### config.mk
export PLATFORM = sky130hd
export DESIGN_NAME = cdb_wb_queue
export DESIGN_NICKNAME = d
export VERILOG_FILES = /design/src/rtl/cdb_wb_queue.sv
export SDC_FILE = /design/constraint.sdc
export NUM_CORES = 1
export LEC_CHECK = 0
export BUFFER_PORTS_ARGS = -buffer_cell sky130_fd_sc_hd__buf_2
export CAP_MARGIN = 20
export CORE_MARGIN = 4
export CORE_UTILIZATION = 60
export CTS_CLUSTER_DIAMETER = 200
export DETAILED_ROUTE_END_ITERATION = 16
export GPL_TIMING_DRIVEN = 0
export PLACE_DENSITY_LB_ADDON = 0.05
export SYNTH_ARGS = -nofsm -noshare
export SYNTH_HDL_FRONTEND = slang
export SYNTH_SLANG_ARGS = --single-unit
### constraint.sdc
create_clock -name clk -period 4.55 [get_ports clk]
set_clock_uncertainty 0.1 [all_clocks]
set_input_delay 0.2275 -clock clk [delete_from_list [all_inputs] [get_ports clk]]
set_output_delay 0.2275 -clock clk [all_outputs]
set_load 0.005 [all_outputs]
### src/rtl/cdb_wb_queue.sv
`default_nettype none
// ============================================================================
// Module      : cdb_wb_queue
// Description : In-order result queue between one functional unit and the CDB
//               arbiter. It holds the oldest result on out_* until granted.
//               Define CDB_WB_BYPASS_EN to let an empty queue forward in_*
//               straight to out_* in the same cycle.
// Revision    : 1.0 - initial release
// ============================================================================
module cdb_wb_queue #(
   parameter int DEPTH  = 4,
   parameter int ROB_W  = 4,
   parameter int DATA_W = 32
) (
   input  logic                       clk,
   input  logic                       rst,
   input  logic                       flush,
   input  logic                       in_valid,
   output logic                       in_ready,
   input  logic [ROB_W-1:0]           in_rob_id,
   input  logic [DATA_W-1:0]          in_value,
   input  logic [DATA_W-1:0]          in_addr,
   input  logic                       in_branch_outcome,
   output logic                       out_valid,
   output logic [ROB_W-1:0]           out_rob_id,
   output logic [DATA_W-1:0]          out_value,
   output logic [DATA_W-1:0]          out_addr,
   output logic                       out_branch_outcome,
   input  logic                       grant,
   output logic [$clog2(DEPTH+1)-1:0] count
);

   localparam int C_PTR_W = $clog2(DEPTH);
   localparam int C_CNT_W = $clog2(DEPTH + 1);
   localparam logic [C_CNT_W-1:0] C_FULL = C_CNT_W'(DEPTH);

   logic [ROB_W-1:0]   r_rob_mem    [DEPTH];
   logic [DATA_W-1:0]  r_value_mem  [DEPTH];
   logic [DATA_W-1:0]  r_addr_mem   [DEPTH];
   logic               r_branch_mem [DEPTH];

   logic [C_PTR_W-1:0] r_head;
   logic [C_PTR_W-1:0] r_tail;
   logic [C_CNT_W-1:0] r_count;

   logic w_stored;
   logic w_bypass;
   logic w_push;
   logic w_pop;

   assign w_stored = (r_count != '0);
   assign in_ready = (r_count != C_FULL);

`ifdef CDB_WB_BYPASS_EN
   assign w_bypass = !w_stored && in_valid && !flush;
`else
   assign w_bypass = 1'b0;
`endif

   assign out_valid = w_stored || w_bypass;
   assign w_pop     = grant && w_stored;
   // A bypassed result that is granted immediately never needs a slot.
   assign w_push    = in_valid && in_ready && !(w_bypass && grant);
   assign count     = r_count;

   always_ff @(posedge clk or negedge rst) begin
      if (!rst) begin
         r_head  <= '0;
         r_tail  <= '0;
         r_count <= '0;
      end else if (flush) begin
         r_head  <= '0;
         r_tail  <= '0;
         r_count <= '0;
      end else begin
         if (w_push) begin
            r_tail <= r_tail + C_PTR_W'(1);
         end
         if (w_pop) begin
            r_head <= r_head + C_PTR_W'(1);
         end
         case ({w_push, w_pop})
            2'b10:   r_count <= r_count + C_CNT_W'(1);
            2'b01:   r_count <= r_count - C_CNT_W'(1);
            default: r_count <= r_count;
         endcase
      end
   end

   always_ff @(posedge clk) begin
      if (w_push && !flush) begin
         r_rob_mem[r_tail]    <= in_rob_id;
         r_value_mem[r_tail]  <= in_value;
         r_addr_mem[r_tail]   <= in_addr;
         r_branch_mem[r_tail] <= in_branch_outcome;
      end
   end

   always_comb begin
      out_rob_id         = '0;
      out_value          = '0;
      out_addr           = '0;
      out_branch_outcome = 1'b0;
      if (w_stored) begin
         out_rob_id         = r_rob_mem[r_head];
         out_value          = r_value_mem[r_head];
         out_addr           = r_addr_mem[r_head];
         out_branch_outcome = r_branch_mem[r_head];
      end else if (w_bypass) begin
         out_rob_id         = in_rob_id;
         out_value          = in_value;
         out_addr           = in_addr;
         out_branch_outcome = in_branch_outcome;
      end
   end

endmodule
`default_nettype wire
==> flow_summary_export.csv, run 1 <==
group,metric,value,unit
die,boundaryPins,148,
route,ant_nets,0,
logic_synthesis,ys_types,31,
cts,cts_buffers,28,
die,start_util,61.2,%
min_path,hp-class,"in -> reg",
sta,final-setup-viol-count,0,
logic_synthesis,ys_seq_elements,283,
pwr,p_seq_share,48.9,%
min_path,min_from,"in_valid",
sta,rsz0062_at_grt,"no",
sta,slew_headroom,61.0,%
sta,finalHoldViolCount,0,
min_path,holdPathEnd,"count[0]",
cts,clock-root-buffer,"clkbuf_16",
logic_synthesis,netlist_area,11000,µm²
sta,worst_pin_slew,0.585,ns
cells_and_area,final_util,76.4,%
route,drt-initial-drc-count,291,
critical_path,reg2reg_to,"r_value_mem[1][18]",
pwr,power_frac_comb,14.9,%
cells_and_area,drive_gt1_share,35.8,%
die,die_h,144,µm
pwr,sw_frac_of_total,22.0,%
cts,clock_path_buffers,3,
min_path,min_delay_path_depth,5,
logic_synthesis,synth_edf_count,276,
logic_synthesis,postSynth.asyncResetShare,2.47,%
critical_path,reg2reg_slack,2.11,ns
grt,grt_pass1_wl,33.5,mm
route,num_vias,5589,
placed_design,gp_congestion,0.733,
placed_design,numPortBuffers,146,
flow_run,cap_violations,0,
logic_synthesis,ys_seq_area_share,76.7,%
run_status,status,"completed",
route,drc,0,
logic_synthesis,avgSynthCellArea,22.0,µm²
grt,grt_usage,21.3,%
sta,finalSetupTns,0,ns
cells_and_area,n_antenna_cell,0,
cells_and_area,syn_to_final_growth,24.8,%
sta,drv_slew,0,
pwr,power,6.12,mW
cts,cts_tree,"built",
critical_path,crit_path_start,"r_head[1]",
grt,antenna_found_initial,0,
sta,clock.fmax,378,MHz
critical_path,worstRegToRegCells,5,
route,drtPass1Iterations,4,
critical_path,r2r_start,"count[2]",
logic_synthesis,yosysWarnings,0,
logic_synthesis,yosys_most_used_dff,"edfxtp_1",
pwr,powerDensity,445,nW/µm²
critical_path,critPathKind,"reg -> out",
cts,htree_levels,1,
critical_path,cp.required,4.22,ns
critical_path,cp_max_fo,10,
route,routed_wl,21.1,mm
critical_path,start_kind,"flop",
die,rows,49,
logic_synthesis,syn_inst,501,
cts,cts_setup_buffers,0,
pwr,power.share.clock,36.1,%
cells_and_area,final_common_cell,"edfxtp_1",
placed_design,place_inst,880,
cts,path_clk_slew,0.06,ns
die,dieArea,20600,µm²
critical_path,crit_arrival,2.32,ns
critical_path,cp-end-kind,"output port",
route,wl_per_cell,21.0,µm
die,die_w,144,µm
cells_and_area,fin_cells,1001,
sta,period_needed,2.64,ns
logic_synthesis,synth_nets,580,
cells_and_area,layout.nets,833,
sta,fin_crit_sh,58.1,%
pwr,power_switching,1.35,mW
pwr,vdd_drop_max,0.000374,V
grt,overflow,0,
sta,finalHoldWorstSlack,0.0312,ns
pwr,p_int,4.77,mW
cells_and_area,fillCellCount,1038,
cts,clk-insertion-delay-late,0.53,ns
grt,grt_max_degree,49,
pwr,leakage,4.86,nW
placed_design,place_hpwl,12.4,mm
route,viasPerCell,5.58,
cts,clock-sinks,283,
grt,grt_pass1_vias,6118,
die,core,18000,µm²
cells_and_area,final_cell_mix,"276 x edfxtp_1, 156 x buf_2, 73 x dlygate4sd3_1, 69 x and2_1, 68 x mux4_2",
[cells by family after synthesis]
| kind of cell | Yosys count | synth area share [%] |
|---|---|---|
| flops | 283 | 76.7 |
| simple gates | 100 | 5.35 |
| mux | 69 | 14.1 |
| buf+inv | 29 | 2.20 |
| compound gates | 11 | 0.635 |
| fa+ha+maj | 5 | 0.635 |
| xor+xnor | 4 | 0.318 |
[flip-flops by register name, summed over array words and instances, names as in the netlist]
| signal | cells |
|---|---|
| r_rob_mem | 16 |
| r_tail | 2 |
| r_value_mem | 128 |
| count | 3 |
| r_head | 2 |
| r_addr_mem | 128 |
| r_branch_mem | 4 |
[Yosys cell counts (2+ instances only)]
library cell / instances / area, µm²
nand3_1: 4 / 20.0
and2_1: 73 / 457
inv_1: 2 / 7.51
ha_1: 4 / 50.1
dfrtp_1: 7 / 175
nor2_1: 8 / 30.0
nand2_1: 6 / 22.5
or3_1: 2 / 12.5
clkbuf_1: 9 / 33.8
xnor2_1: 2 / 17.5
buf_12: 7 / 140
buf_2: 10 / 50.1
mux4_2: 68 / 1530
o21ai_0: 2 / 10.0
nor3_1: 2 / 10.0
a21oi_1: 4 / 20.0
xor2_1: 2 / 17.5
edfxtp_1: 276 / 8290
[timing repair]
action / 4_1_cts / 5_1_grt
hold buffers: 73 / 0
gates resized for setup: 0 / 0
endpoints found under the hold margin: 288 / 0
[routing by layer]
metal  share of wire (%)  wire length [µm]  GRT usage [%]
met1                  39              8220           27.8
met2                  52             11000           37.6
met4                 2.1               444           5.80
met5                   0                 0              0
met3                 6.4              1350           3.83
[metrics by stage]
stage          area [µm²]  setup slack (ns)
4_1_cts             13800              1.88
5_1_grt             13800              1.78
6_report            13800              1.91
3_3_place_gp        12000             0.109
3_5_place_dp        12200              2.11
2_1_floorplan       11000              1.42
[critical path: stages, from the launching register on]
cell and delay [ns]:
dfrtp_1 0.33, clkbuf_1 0.38, buf_2 0.37, mux4_2 0.37
and2_1 0.19, buf_2 0.13
[cell type report]
| cell class | instances | area [µm²] | share of cell area (%) |
|---|---|---|---|
| clock buffers | 36 | 752 | 5.46 |
| repair buffers | 223 | 1560 | 11.3 |
| plain buffers | 27 | 235 | 1.71 |
| inverters | 2 | 7.51 | 0.0545 |
| clock inverters | 12 | 129 | 0.936 |
| well taps | 229 | 287 | 2.08 |
| flip-flops and latches | 283 | 8460 | 61.5 |
| multi-input cells | 189 | 2330 | 17.0 |
[how the worst max path moves through the flow]
stage               slack [ns]  cells after the start                 end
floorplan                 1.42                      4    r_addr_mem[0][0]
global placement          0.11                      4  r_value_mem[0][18]
detailed placement        2.11                      5  r_value_mem[1][18]
CTS                       1.88                      5        out_value[4]
global route              1.78                      5       out_value[10]
finish                    1.91                      5        out_value[8]
[power by group through the flow]
stage	Sequential (mW)	Combinational, mW	Clock [mW]
6_report	2.99	0.914	2.21
5_1_grt	3.00	1.01	2.38
4_1_cts	2.99	0.938	2.25
3_5_place_dp	3.05	0.879	0
3_3_place_gp	3.05	0.855	0
2_1_floorplan	3.05	0.543	0
Note: power is estimated with default switching activity, not from simulation.
==> run 2: changes to the inputs <==
--- a/config.mk
+++ b/config.mk
@@ -8,7 +8,7 @@
 export BUFFER_PORTS_ARGS = -buffer_cell sky130_fd_sc_hd__buf_2
 export CAP_MARGIN = 20
 export CORE_MARGIN = 4
-export CORE_UTILIZATION = 60
+export CORE_UTILIZATION = 57
 export CTS_CLUSTER_DIAMETER = 200
 export DETAILED_ROUTE_END_ITERATION = 16
 export GPL_TIMING_DRIVEN = 0
==> constraint.sdc (replaced) <==
create_clock -name clk -period 2.8 [get_ports clk]
set_clock_uncertainty 0.1 [all_clocks]
set_input_delay 0.14 -clock clk [delete_from_list [all_inputs] [get_ports clk]]
set_output_delay 0.14 -clock clk [all_outputs]
set_load 0.005 [all_outputs]
==> run 2 against run 1 <==
Non-clock buffer count increased by 1. Design area increased by 0.63%. Die area increased by 5.0%. Clock power increased by 63%. Setup slack got worse by 1.6 ns. Global-route usage decreased by 1.3 points. Hold slack improved by 0.23 ns. Final cell count increased by 3.4%. Critical path depth unchanged. Sequential share of layout area decreased by 0.38 points.
==> flow_summary_export.csv, run 2 (synthesis results as in run 1) <==
group,metric,value,unit
die,start_util,58.4,%
cells_and_area,fillCellCount,1187,
critical_path,critPathKind,"reg -> out",
grt,antenna_found_initial,0,
pwr,power_frac_comb,15.0,%
sta,worst_pin_slew,0.503,ns
grt,grt_pass1_vias,6180,
cts,clock-root-buffer,"clkbuf_16",
die,dieArea,21600,µm²
cts,clock_path_buffers,3,
route,drt-initial-drc-count,243,
pwr,sw_frac_of_total,22.1,%
sta,drv_slew,0,
critical_path,worstRegToRegCells,8,
route,viasPerCell,5.37,
sta,final-setup-viol-count,0,
pwr,power,9.96,mW
cts,clock-sinks,283,
sta,finalHoldViolCount,0,
die,boundaryPins,148,
critical_path,cp.required,2.56,ns
cts,path_clk_slew,0.06,ns
die,die_w,147,µm
cts,cts_tree,"built",
die,die_h,147,µm
grt,grt_max_degree,54,
cells_and_area,layout.nets,834,
route,wl_per_cell,20.5,µm
die,core,18900,µm²
pwr,power.share.clock,36.2,%
critical_path,reg2reg_to,"count[1]",
die,rows,50,
pwr,powerDensity,719,nW/µm²
route,drc,0,
sta,fin_crit_sh,90.1,%
critical_path,r2r_start,"count[1]",
sta,rsz0062_at_grt,"no",
grt,grt_usage,20.0,%
critical_path,cp-end-kind,"output port",
critical_path,start_kind,"flop",
placed_design,place_inst,911,
cells_and_area,final_cell_mix,"276 x edfxtp_1, 156 x buf_2, 74 x dlygate4sd3_1, 69 x and2_1, 68 x mux4_2",
route,drtPass1Iterations,4,
sta,clock.fmax,396,MHz
cells_and_area,syn_to_final_growth,25.6,%
pwr,power_switching,2.20,mW
critical_path,crit_arrival,2.28,ns
pwr,leakage,4.89,nW
cells_and_area,final_common_cell,"edfxtp_1",
sta,slew_headroom,66.5,%
sta,finalHoldWorstSlack,0.263,ns
cells_and_area,fin_cells,1035,
grt,grt_pass1_wl,33.7,mm
pwr,p_seq_share,48.8,%
critical_path,cp_max_fo,10,
min_path,min_from,"in_rob_id[2]",
grt,overflow,0,
min_path,min_delay_path_depth,2,
route,num_vias,5560,
cells_and_area,n_antenna_cell,0,
pwr,vdd_drop_max,0.000672,V
flow_run,cap_violations,0,
min_path,hp-class,"in -> reg",
critical_path,reg2reg_slack,0.36,ns
run_status,status,"completed",
pwr,p_int,7.76,mW
cells_and_area,final_area,13800,µm²
placed_design,dpl_cell_area,12200,µm²
route,routed_wl,21.2,mm
cts,clk-insertion-delay-late,0.52,ns
min_path,holdPathEnd,"r_rob_mem[2][2]",
cts,cts_buffers,28,
cts,htree_levels,1,
sta,period_needed,2.52,ns
route,ant_nets,0,
placed_design,gp_congestion,0.756,
placed_design,numPortBuffers,146,
cells_and_area,largestRegisters,"r_addr_mem: 128 flops, r_value_mem: 128 flops, r_rob_mem: 16 flops",
placed_design,place_hpwl,12.3,mm
cts,post_cts.resized_instances,0,
cells_and_area,drive_gt1_share,36.6,%
==> run 2: layout make-up <==
type                            count  area (µm²)  share of cell area, %
Sequential cell                   283        8460                   61.1
Multi-Input combinational cell    189        2330                   16.8
Timing Repair Buffer              224        1580                   11.4
Clock buffer                       37         786                   5.67
Tap cell                          260         325                   2.35
Buffer                             27         235                   1.70
Clock inverter                     13         118                  0.849
Inverter                            2        7.51                 0.0542
==> run 2: worst max-delay path by stage <==
stage                   start            endpoint  slack [ns]  cells after the start
finish              r_head[1]        out_value[8]        0.28                      5
global route        r_head[1]        out_addr[28]        0.13                      5
CTS                 r_head[1]        out_value[8]        0.19                      5
detailed placement   count[1]            count[1]        0.36                      8
global placement     count[2]  r_value_mem[1][22]       -0.29                      4
floorplan            count[2]    r_addr_mem[0][0]        0.43                      4
==> run 2: what timing repair did <==
item                      CTS  global route
hold buffers               74             0
hold endpoints to repair  290             0
buffers inserted            0             0
==> run 2: per-stage QoR <==
| stage | setup TNS [ns] | worst slack [ns] | utilization, % |
|---|---|---|---|
| after floorplan | 0 | 0.428 | - |
| after global placement | -78.23 | -0.294 | 64.0 |
| after detailed placement | 0 | 0.364 | 64.6 |
| after CTS | 0 | 0.190 | 73.3 |
| after global routing | 0 | 0.131 | 73.3 |
| final | 0 | 0.277 | 73.3 |
==> run 2: critical path: stages, from the launching register on <==
cell and delay, ns:
dfrtp_1 0.32, clkbuf_1 0.40, buf_2 0.36, mux4_2 0.33, and2_1 0.20, buf_2 0.14
==> run 2: routing by layer <==
metal | vias up | GRT usage (%) | wire length (µm)
met1 | 2844 | 25.8 | 8470
li1 | 2540 | - | -
met5 | - | 0 | 0
met2 | 148 | 36.1 | 11400
met3 | 28 | 3.21 | 971
met4 | 0 | 4.89 | 374
==> run 2: power by group through the flow <==
stage / logic [mW] / clock network (mW) / registers (mW)
after detailed placement: 1.44 / 0 / 4.95
final: 1.49 / 3.60 / 4.86
after global placement: 1.39 / 0 / 4.95
after floorplan: 0.883 / 0 / 4.94
after global routing: 1.65 / 3.86 / 4.87
after CTS: 1.53 / 3.68 / 4.86
==> run 3: changes to the inputs <==
--- a/config.mk
+++ b/config.mk
@@ -8,7 +8,7 @@
 export BUFFER_PORTS_ARGS = -buffer_cell sky130_fd_sc_hd__buf_2
 export CAP_MARGIN = 20
 export CORE_MARGIN = 4
-export CORE_UTILIZATION = 57
+export CORE_UTILIZATION = 45
 export CTS_CLUSTER_DIAMETER = 200
 export DETAILED_ROUTE_END_ITERATION = 16
 export GPL_TIMING_DRIVEN = 0
==> run 3 against run 2 <==
First-iteration DRC count grew 23%. Die area grew 25%. Count of clock-buffer cells in the layout shrank 7. Via count grew 0.56%. Hold slack lost 0.010 ns. Utilization shrank 16 points. Sequential power is essentially flat. Design area grew 0.63%.
==> flow_summary_export.csv, run 3 (synthesis results as in run 1) <==
group,metric,value,unit
pwr,powerDensity,721,nW/µm²
grt,grt_pass1_wl,33.3,mm
route,ant_nets,0,
cells_and_area,largestRegisters,"r_addr_mem: 128 flops, r_value_mem: 128 flops, r_rob_mem: 16 flops",
sta,worst_pin_slew,0.600,ns
sta,rsz0062_at_grt,"no",
critical_path,slowest_stage,"dfrtp_1",
critical_path,crit_arrival,2.30,ns
pwr,power_frac_comb,15.0,%
cells_and_area,multi_input_area,2330,µm²
route,drc,0,
die,dieArea,27100,µm²
route,viasPerCell,5.08,
sta,fin_crit_sh,90.8,%
pwr,p_int,7.76,mW
die,boundaryPins,148,
grt,grt_max_degree,36,
route,drtPass1Iterations,4,
die,die_h,165,µm
sta,finalSetupTns,0,ns
critical_path,crit_chain,"or3_1, buf_2, clkbuf_1, and2_1, buf_2",
pwr,power.share.clock,36.6,%
cts,cts_tree,"built",
critical_path,reg2reg_slack,0.30,ns
sta,final-setup-viol-count,0,
cells_and_area,final_area,13900,µm²
grt,overflow,0,
pwr,power_switching,2.29,mW
route,num_vias,5591,
cells_and_area,drive_gt1_share,37.0,%
cts,clock-sinks,283,
critical_path,max_stage_delay,0.49,ns
critical_path,cp_max_fo,10,
critical_path,cp-end-kind,"output port",
cells_and_area,syn_to_final_growth,26.4,%
cts,cts_buffers,29,
cts,htree_levels,1,
grt,grt_pass1_vias,6078,
die,core,24200,µm²
pwr,power,10.1,mW
sta,period_needed,2.54,ns
run_status,status,"completed",
min_path,hp-class,"in -> reg",
cells_and_area,n_antenna_cell,0,
cells_and_area,final_cell_mix,"276 x edfxtp_1, 156 x buf_2, 74 x dlygate4sd3_1, 69 x and2_1, 68 x mux4_2",
sta,finalHoldViolCount,0,
cts,clock-root-buffer,"clkbuf_16",
cells_and_area,final_util,57.5,%
sta,slew_headroom,60.0,%
grt,antenna_found_initial,0,
cts,clk-insertion-delay-late,0.53,ns
cts,clock_path_buffers,3,
critical_path,critPathKind,"reg -> out",
critical_path,crit_path_frequent_cell,"buf_2",
route,wl_per_cell,19.9,µm
critical_path,start_kind,"flop",
flow_run,cap_violations,0,
route,routed_wl,21.9,mm
placed_design,place_hpwl,13.0,mm
die,rows,57,
pwr,p_seq_share,48.4,%
pwr,leakage,4.89,nW
sta,drv_slew,0,
grt,grt_usage,16.1,%
pwr,vdd_drop_max,0.000531,V
die,start_util,45.5,%
cells_and_area,final_common_cell,"edfxtp_1",
die,die_w,165,µm
cts,post_cts.resized_instances,0,
critical_path,cp.required,2.56,ns
critical_path,path_buf_inv,3,
placed_design,gp_congestion,0.749,
cts,path_clk_slew,0.06,ns
placed_design,dpl_cell_area,12300,µm²
pwr,sw_frac_of_total,22.8,%
placed_design,numPortBuffers,146,
cells_and_area,fillCellCount,1931,
sta,clock.fmax,393,MHz
critical_path,cpLargestDelayFamily,"buffers and inverters",
route,drt-initial-drc-count,300,
cells_and_area,layout.nets,835,
cells_and_area,seq_area,8460,µm²
run 3: cell count changes in the layout (fill, tap and decap cells not counted), sizes merged:
cell      change
clkbuf        -7
clkinv        +5
bufinv        +1
clkinvlp      +2
run 3: worst register-to-register path: stages, from the launching register on:
cell,delay (ns)
dfrtp_1,0.48
or3b_4,0.30
nand2_1,0.10
nor2_1,0.27
and2_4,0.60
buf_16,0.31
run 3: stage by stage:
step	hold WS [ns]	worst slack, ns	cells
2_1_floorplan	-0.256	0.428	501
3_3_place_gp	-0.115	-0.384	971
3_5_place_dp	-0.110	0.279	975
4_1_cts	0.229	0.109	1100
5_1_grt	0.249	0.0875	1100
6_report	0.253	0.257	1100
run 3: metal layers:
metal | track usage, % | share of wire [%] | routed length [µm] | up-vias
met1 | 20.8 | 41 | 9050 | 2873
met3 | 3.02 | 5.7 | 1240 | 35
met4 | 4.42 | 2.0 | 447 | 0
li1 | - | - | - | 2547
met5 | 0 | 0 | 0 | -
met2 | 28.2 | 51 | 11200 | 136
run 3: power groups by stage:
stage	sequential, mW	combinational (mW)	clock (mW)
2_1_floorplan	4.94	0.883	0
3_3_place_gp	4.95	1.43	0
3_5_place_dp	4.95	1.47	0
4_1_cts	4.86	1.56	3.77
5_1_grt	4.87	1.67	3.95
6_report	4.86	1.51	3.68
run 3: final cells by class:
cell class / instances / share of cell area (%)
multi-input cells: 189 / 16.7
flip-flops and latches: 283 / 60.7
clock inverters: 21 / 1.30
inverters: 2 / 0.0539
plain buffers: 27 / 1.69
clock buffers: 30 / 5.23
repair buffers: 224 / 11.3
well taps: 324 / 2.91
run 3: worst paths after layout:
| check | from | end | cells past startpoint |
|---|---|---|---|
| worst max-delay path | count[1] | out_value[28] | 5 |
| worst min-delay path | in_value[3] | r_value_mem[0][3] | 2 |
| worst max register to register | count[2] | r_value_mem[0][21] | 5 |
| worst min register to register | r_tail[1] | r_tail[1] | 2 |
| max in group asynchronous | rst | count[0] | 3 |
| min in group asynchronous | rst | count[1] | 3 |
run 3: repair_timing:
action                                 4_1_cts  5_1_grt
endpoints found under the hold margin      290        0
hold buffers                                74        0
buffers inserted                             0        0
